$ cat config.mk
export PLATFORM = sky130hd
export DESIGN_NAME = cntr_updown_param
export DESIGN_NICKNAME = d
export VERILOG_FILES = /design/src/rtl/cntr_updown_param_pkg.sv /design/src/rtl/cntr_ns_logic.sv /design/src/rtl/cntr_updown_param.sv
export SDC_FILE = /design/constraint.sdc
export NUM_CORES = 1
export LEC_CHECK = 0
export BUFFER_PORTS_ARGS = -buffer_cell sky130_fd_sc_hd__clkbuf_2
export CELL_PAD_IN_SITES_DETAIL_PLACEMENT = 1
export CELL_PAD_IN_SITES_GLOBAL_PLACEMENT = 2
export CORE_MARGIN = 4
export CORE_UTILIZATION = 30
export CTS_CLUSTER_DIAMETER = 80
export DETAILED_ROUTE_END_ITERATION = 6
export GPL_ROUTABILITY_DRIVEN = 1
export PLACE_DENSITY_LB_ADDON = 0.1
export RECOVER_POWER = 25
export SETUP_SLACK_MARGIN = 0.02
export SLEW_MARGIN = 20
export SYNTH_ARGS = -nofsm -noshare
export SYNTH_HDL_FRONTEND = slang
export SYNTH_SLANG_ARGS = --single-unit
export TNS_END_PERCENT = 10
$ cat constraint.sdc
create_clock -name clk -period 8.55 [get_ports clk]
set_clock_uncertainty 0.1 [all_clocks]
set_input_delay 0.855 -clock clk [delete_from_list [all_inputs] [get_ports clk]]
set_output_delay 0.855 -clock clk [all_outputs]
set_load 0.005 [all_outputs]
$ cat src/rtl/cntr_updown_param_pkg.sv
// cntr_updown_param_pkg: shared FSM state encoding for the up/down counter.
package cntr_updown_param_pkg;
    localparam int STATE_W = 3;
    typedef enum logic [STATE_W-1:0] {
        IDLE = 3'b000,
        LOAD = 3'b001,
        INC  = 3'b010,
        INC2 = 3'b011,
        DEC  = 3'b100,
        DEC2 = 3'b101
    } state_e;
endpackage

$ cat src/rtl/cntr_ns_logic.sv
// cntr_ns_logic: combinational next-state decode for the up/down counter FSM.
module cntr_ns_logic
    import cntr_updown_param_pkg::*;
(
    input  logic               load,
    input  logic               en,
    input  logic               inc,
    input  logic [STATE_W-1:0] state,
    output state_e             next_state
);
    // Unused codes 110/111 fall back to IDLE unless a load overrides them.
    always_comb begin
        next_state = IDLE;
        if (load)
            next_state = LOAD;
        else if (!en || state > DEC2)
            next_state = IDLE;
        else if (inc)
            next_state = (state == INC || state == INC2) ? INC2 : INC;
        else
            next_state = (state == DEC || state == DEC2) ? DEC2 : DEC;
    end
endmodule

$ cat src/rtl/cntr_updown_param.sv
// cntr_updown_param: parametrised up/down counter with two step sizes,
// wrap or saturate overflow handling, and terminal-count/overflow flags.
module cntr_updown_param
    import cntr_updown_param_pkg::*;
#(
    parameter int WIDTH    = 8,
    parameter int BIG_STEP = 2,
    parameter int SATURATE = 0
) (
    input  logic               clk,
    input  logic               reset_n,
    input  logic               en,
    input  logic               load,
    input  logic               inc,
    input  logic [WIDTH-1:0]   d_in,
    output logic [WIDTH-1:0]   d_out,
    output logic [STATE_W-1:0] o_state,
    output logic               o_tc,
    output logic               o_ovf
);
    localparam logic [WIDTH:0] BIG = (WIDTH + 1)'(BIG_STEP);
    localparam logic [WIDTH:0] ONE = (WIDTH + 1)'(1);
    state_e           state, next_state;
    logic             up, dn, ovf_n, tc_n;
    logic [WIDTH:0]   step, sum, diff;
    logic [WIDTH-1:0] cnt_n;
    cntr_ns_logic u_ns (
        .load       (load),
        .en         (en),
        .inc        (inc),
        .state      (state),
        .next_state (next_state)
    );
    // One spare bit on the add/subtract exposes carry-out and borrow directly.
    always_comb begin
        up    = next_state == INC || next_state == INC2;
        dn    = next_state == DEC || next_state == DEC2;
        step  = (next_state == INC2 || next_state == DEC2) ? BIG : ONE;
        sum   = {1'b0, d_out} + step;
        diff  = {1'b0, d_out} - step;
        ovf_n = (up && sum[WIDTH]) || (dn && diff[WIDTH]);
        cnt_n = next_state == LOAD ? d_in :
                up ? ((sum[WIDTH] && SATURATE != 0) ? '1 : sum[WIDTH-1:0]) :
                dn ? ((diff[WIDTH] && SATURATE != 0) ? '0 : diff[WIDTH-1:0]) :
                d_out;
        tc_n  = (up || (!dn && inc)) ? &cnt_n : ~|cnt_n;
    end
    always_ff @(posedge clk or negedge reset_n) begin
        if (!reset_n) begin
            state <= IDLE;
            d_out <= '0;
            o_tc  <= 1'b0;
            o_ovf <= 1'b0;
        end else begin
            state <= next_state;
            d_out <= cnt_n;
            o_tc  <= tc_n;
            o_ovf <= ovf_n;
        end
    end
    assign o_state = state;
endmodule
# After elaboration in Yosys (flattened, before gate mapping)

Cells that the tools add are included.

Flip-flop bits (word level): 13
Input bits: 13
Word-level logic and storage cells: 42
Output and inout port bits: 13

Eq/ne operators: 9
Add/subtract/negate cells: 2
Reduce and logical (&&, ||, !) cells: 16
$lt $le $gt $ge: 1
Multiplexer cells: 10

Operators by type and width:

| kind               | count |
|---|---|
| $mux 8             | 3 |
| $eq 3x2->1 const B | 4 |
| $eq 3x3->1 const B | 4 |
| $add 8x2->9        | 1 |
| $mux 3             | 3 |
| $sub 8x2->9        | 1 |
| $logic_or 1x1->1   | 8 |
| $reduce_and 8->1   | 1 |
| $reduce_or 8->1    | 1 |
| $eq 3x1->1 const B | 1 |
| $gt 3x3->1 const B | 1 |
| $logic_and 1x1->1  | 3 |
| $logic_not 1->1    | 3 |
| $mux 1             | 3 |
| $mux 2             | 1 |

# Longest topological paths before layout

Word-level depth: 16
Depth in mapped cells: 15
Gate-level depth less buffers: 14

# Hierarchy

A second synthesis with hierarchy kept.

Cell total of the unflattened synthesis: 121
Area total of the unflattened synthesis: 1061.0 um^2

Modules (own cells, without submodules):

| module            | area each (um^2) | times used | cells each |
|---|---|---|---|
| cntr_updown_param | 1006.0           | 1          | 115 |
| cntr_ns_logic     | 55.1             | 1          | 6 |

# Worst setup path after synthesis

Ideal clock, no wire load.

Kind: input -> register
From: input load
To: register o_tc
Path buffers: 2
Slack: 4.921 ns
Stages on the path: 13
Setup time: 0.074 ns
Arrival: 3.455 ns
Path through: dlygate4sd1_1 -> clkbuf_1 -> nor2_1 -> inv_1 -> ha_1 -> fa_1 -> and2_0 -> o21ai_1 -> xnor2_1 -> mux2_2 -> nor4_1 -> nand3_1 -> o21ai_2

Longest elaborated chain between the ends: 11

RTL lines:

| what                                            | line                                                                      | RTL |
|---|---|---|
| from (decl)                                     | cntr_updown_param.sv:13                                                   | `input logic load,` |
| $mux 3 *                                        | cntr_ns_logic.sv:14                                                       | `if (load)` |
| $eq 3x2->1 / $eq 3x3->1 (equally long branches) | cntr_updown_param.sv:36, cntr_updown_param.sv:38, cntr_updown_param.sv:37 |  |
| $logic_or 1x1->1                                | cntr_updown_param.sv:38                                                   | `step = (next_state == INC2 \|\| next_state == DEC2) ? BIG : ONE;` |
| $mux 2                                          | cntr_updown_param.sv:38                                                   |  |
| $sub 8x2->9                                     | cntr_updown_param.sv:40                                                   | `diff = {1'b0, d_out} - step;` |
| $mux 8                                          | cntr_updown_param.sv:44                                                   | `dn ? ((diff[WIDTH] && SATURATE != 0) ? '0 : diff[WIDTH-1:0]) :` |
| $mux 8                                          | cntr_updown_param.sv:43                                                   | `up ? ((sum[WIDTH] && SATURATE != 0) ? '1 : sum[WIDTH-1:0]) :` |
| $mux 8 *                                        | cntr_updown_param.sv:42                                                   | `cnt_n = next_state == LOAD ? d_in :` |
| via cnt_n[2]                                    | cntr_updown_param.sv:26                                                   | `logic [WIDTH-1:0] cnt_n;` |
| $reduce_or 8->1                                 | cntr_updown_param.sv:46                                                   | `tc_n = (up \|\| (!dn && inc)) ? &cnt_n : ~\|cnt_n;` |
| $logic_not 1->1                                 | cntr_updown_param.sv:46                                                   |  |
| $mux 1 *                                        | cntr_updown_param.sv:46                                                   |  |
| via tc_n                                        | cntr_updown_param.sv:24                                                   | `logic up, dn, ovf_n, tc_n;` |
| to (signal assigned)                            | cntr_updown_param.sv:57                                                   | `o_tc <= tc_n;` |
| to (decl)                                       | cntr_updown_param.sv:18                                                   | `output logic o_tc,` |

The timed path passes the listed nets; every way through them passes the cells marked *.

# Worst setup path after layout

From: input inc
To: register o_tc

Longest elaborated chain between the ends: 13

RTL lines:

| what                                            | line                                                                      | RTL |
|---|---|---|
| from (decl)                                     | cntr_updown_param.sv:14                                                   | `input logic inc,` |
| $mux 3 *                                        | cntr_ns_logic.sv:18                                                       | `else if (inc)` |
| $mux 3 *                                        | cntr_ns_logic.sv:16                                                       | `else if (!en \|\| state > DEC2)` |
| $mux 3 *                                        | cntr_ns_logic.sv:14                                                       |  |
| $eq 3x2->1 / $eq 3x3->1 (equally long branches) | cntr_updown_param.sv:36, cntr_updown_param.sv:38, cntr_updown_param.sv:37 |  |
| $logic_or 1x1->1                                | cntr_updown_param.sv:38                                                   |  |
| $mux 2                                          | cntr_updown_param.sv:38                                                   |  |
| $sub 8x2->9                                     | cntr_updown_param.sv:40                                                   |  |
| $mux 8                                          | cntr_updown_param.sv:44                                                   |  |
| $mux 8                                          | cntr_updown_param.sv:43                                                   |  |
| $mux 8 *                                        | cntr_updown_param.sv:42                                                   |  |
| via cnt_n[2]                                    | cntr_updown_param.sv:26                                                   |  |
| $reduce_or 8->1                                 | cntr_updown_param.sv:46                                                   |  |
| $logic_not 1->1                                 | cntr_updown_param.sv:46                                                   |  |
| $mux 1 *                                        | cntr_updown_param.sv:46                                                   |  |
| via tc_n                                        | cntr_updown_param.sv:24                                                   |  |

Marked as above.

==> flow_metrics.tcl <==
set metrics [dict create \
    run_status "completed" \
    final_cell_mix "24 x clkbuf_2, 13 x dfrtp_1, 8 x nand3_1, 7 x inv_1" \
    slowest_stage "fa_1" \
    min_path_type "flip-flop to flip-flop" \
    setup_tns_ps 0 \
    stdcell_count 174 \
    htreeDepth 1 \
    comb_power_share_pct 31.1 \
    drive_above_1_share_pct 30.8 \
    ant_nets 0 \
    clock_latency_ps 280 \
    wl_per_cell_um 15.5 \
    cp.arrival_ps 3760 \
    syn_nets 124 \
    timing_hold_violations_final 0 \
    globalRouteTotalUtil_pct 14.5 \
    grt_pass1_vias 986 \
    drtPass1Iterations 4 \
    antenna_cells 0 \
    cts_tree "done" \
    seq_power_share_pct 45.4 \
    syn_inst 105 \
    cts_inserted_buffers 3 \
    min_period_over_period_pct 42.6 \
    ys.flop_type "dfrtp_1" \
    rows 20 \
    crit_path_end_kind "flip-flop" \
    antenna_found_initial 0 \
    cts.sinks 13 \
    worstPathCellList "clkbuf_2 > and3b_1 > o21ai_0 > nor2_1 > inv_1 > ha_1 > fa_1 > and2_0 > o21ai_1 > xnor2_1 > mux2_2 > nor4_1 > nand3_1 > o21ai_2" \
    placed_cells 170 \
    fmax_ghz 0.275 \
    grt_pass1_wl_um 4740 \
    power_density_mw_per_mm2 147 \
    clk_pin_slew_worst_paths_ps 80 \
    drc 0 \
    relSlewSlack_pct 50.4 \
    routed_wl_um 2700 \
    peakVddDrop_mv 0.0510 \
    area_delta_synth_final_pct 18.0 \
    rsz0062_at_grt "false" \
    initial_core_util_pct 31.6 \
    synth-async-reset-ratio_pct 100 \
    critical_path_required_ps 8670 \
    drt-initial-drc-count 18 \
    maxCapViolCount 0 \
    critPathMaxFanout 12 \
    seq_area_frac_synth_pct 33.2 \
    p_int_uw 111 \
    synth_area_um2 981 \
    yosys-top-cells-area "dfrtp_1 33%, mux2_2 5.7%, ha_1 5.1%" \
    overflow 0 \
    vias 885 \
    hpwl_um 2090 \
    coreArea_mm2 0.00310 \
    avgSynthCellArea_um2 9.34 \
    gp_congestion 0.774 \
    ys_warn_count 0 \
    sw_frac_of_total_pct 35.0 \
    p_sw_uw 59.7 \
    die_w_um 65.2 \
    nets 150 \
    power.leakage_nw 0.516 \
    ys_types 43 \
    worst_path_dominant_cell_family "simple AND/OR/NAND/NOR gates" \
    grt_max_degree 21 \
    postCtsSetupBuffers 0 \
    setup_viol 0 \
    critPathKind "primary input to flip-flop" \
    finalCriticalPeriod_ps 3640 \
    ios 26 \
    p_clk_share_pct 23.5 \
    vias_per_cell 5.09 \
    netlist.area_leader.share_pct 33.2 \
    cts_hold_buffers 0 \
    cts_resized 0 \
    tightest_slew_ps 744 \
    critPathBufInv 2 \
    ys_seq_elements 13 \
    die_h_um 65.2 \
    slew_violations 0 \
    dieArea_mm2 0.00425 \
    mostFrequentLayoutCell "clkbuf_2" \
    synth_largest_area_cell "dfrtp_1" \
    max_stage_delay_ps 430 \
    synth-edff-count 0 \
    start_kind "primary input" \
    root_buffer "clkbuf_4" \
    portBuffers 25 \
    cts_buffer_depth 2 \
]
[synthesized netlist by cell type (all sizes together) (3+ instances only)]
cell type	number
dfrtp	13
nand3	9
inv	8
o21ai	8
nand2	7
nor2	6
mux2	5
ha	4
nand4	4
nor3	4
nor2b	3
xnor2	3
[registers in the layout (all words and copies together) (netlist names)]
signal	count
d_out	8
o_ovf	1
o_tc	1
o_state	3
[path summary, 6_finish.rpt]
kind                            start         end  slack [ps]  depth (start not counted)
max in group asynchronous     reset_n    d_out[4]        7380                          1
setup / recovery                  inc        o_tc        4910                         14
hold reg to reg              d_out[7]       o_ovf         450                          1
min in group asynchronous     reset_n  o_state[0]         500                          1
hold / removal               d_out[7]       o_ovf         450                          1
setup reg to reg           o_state[2]        o_tc        5240                         13
[power by group through the flow]
stage | Combinational [mW] | Sequential, mW | Clock, mW
after floorplan | 0.0344 | 0.0765 | 0
after global placement | 0.0529 | 0.0782 | 0
after detailed placement | 0.0536 | 0.0786 | 0
after CTS | 0.0542 | 0.0773 | 0.0431
after global routing | 0.0599 | 0.0788 | 0.0467
final | 0.0530 | 0.0772 | 0.0401
[metrics by stage]
stage / power (mW) / hold slack, ps / instance area, um^2 / setup slack, ps / util [%]
after floorplan: 0.111 / 404 / 981 / 4920 / -
after global placement: 0.131 / 438 / 1130 / 4580 / 36.5
after detailed placement: 0.132 / 441 / 1130 / 4570 / 36.5
after CTS: 0.175 / 365 / 1160 / 4850 / 37.3
after global routing: 0.185 / 502 / 1160 / 4590 / 37.3
final: 0.170 / 449 / 1160 / 4910 / 37.3
[layer usage]
layer | track usage [%] | share of wire (%)
met1 | 18.7 | 47
met2 | 23.9 | 46
met3 | 3.93 | 5.5
met4 | 3.89 | 1.4
met5 | 0 | 0
[layout make-up]
| cell class | count | area [um^2] |
|---|---|---|
| Fill cell | 402 | 1950 |
| Multi-Input combinational cell | 80 | 597 |
| Sequential cell | 13 | 325 |
| Timing Repair Buffer | 25 | 124 |
| Tap cell | 44 | 55.1 |
| Inverter | 8 | 30.0 |
| Clock buffer | 4 | 26.3 |
[logic make-up (layout without fill, tap and decap cells)]
| family | count (synthesis) | after routing | share of synthesized area [%] |
|---|---|---|---|
| xor+xnor | 3 | 3 | 2.68 |
| compound gates | 20 | 20 | 15.2 |
| buf+inv | 12 | 37 | 5.99 |
| simple gates | 44 | 44 | 26.0 |
| mux | 7 | 7 | 7.78 |
| flops | 13 | 13 | 33.2 |
| fa+ha+maj | 6 | 6 | 9.18 |
[worst reg2reg max path, stage by stage (launching register included)]
cell	delay [ps]
dfrtp_1	440
and3b_1	220
o21ai_0	100
nor2_1	230
inv_1	160
ha_1	240
fa_1	430
and2_0	180
o21ai_1	160
xnor2_1	80
mux2_2	290
nor4_1	300
nand3_1	150
o21ai_2	160
Power figures use the tool's default switching activity.
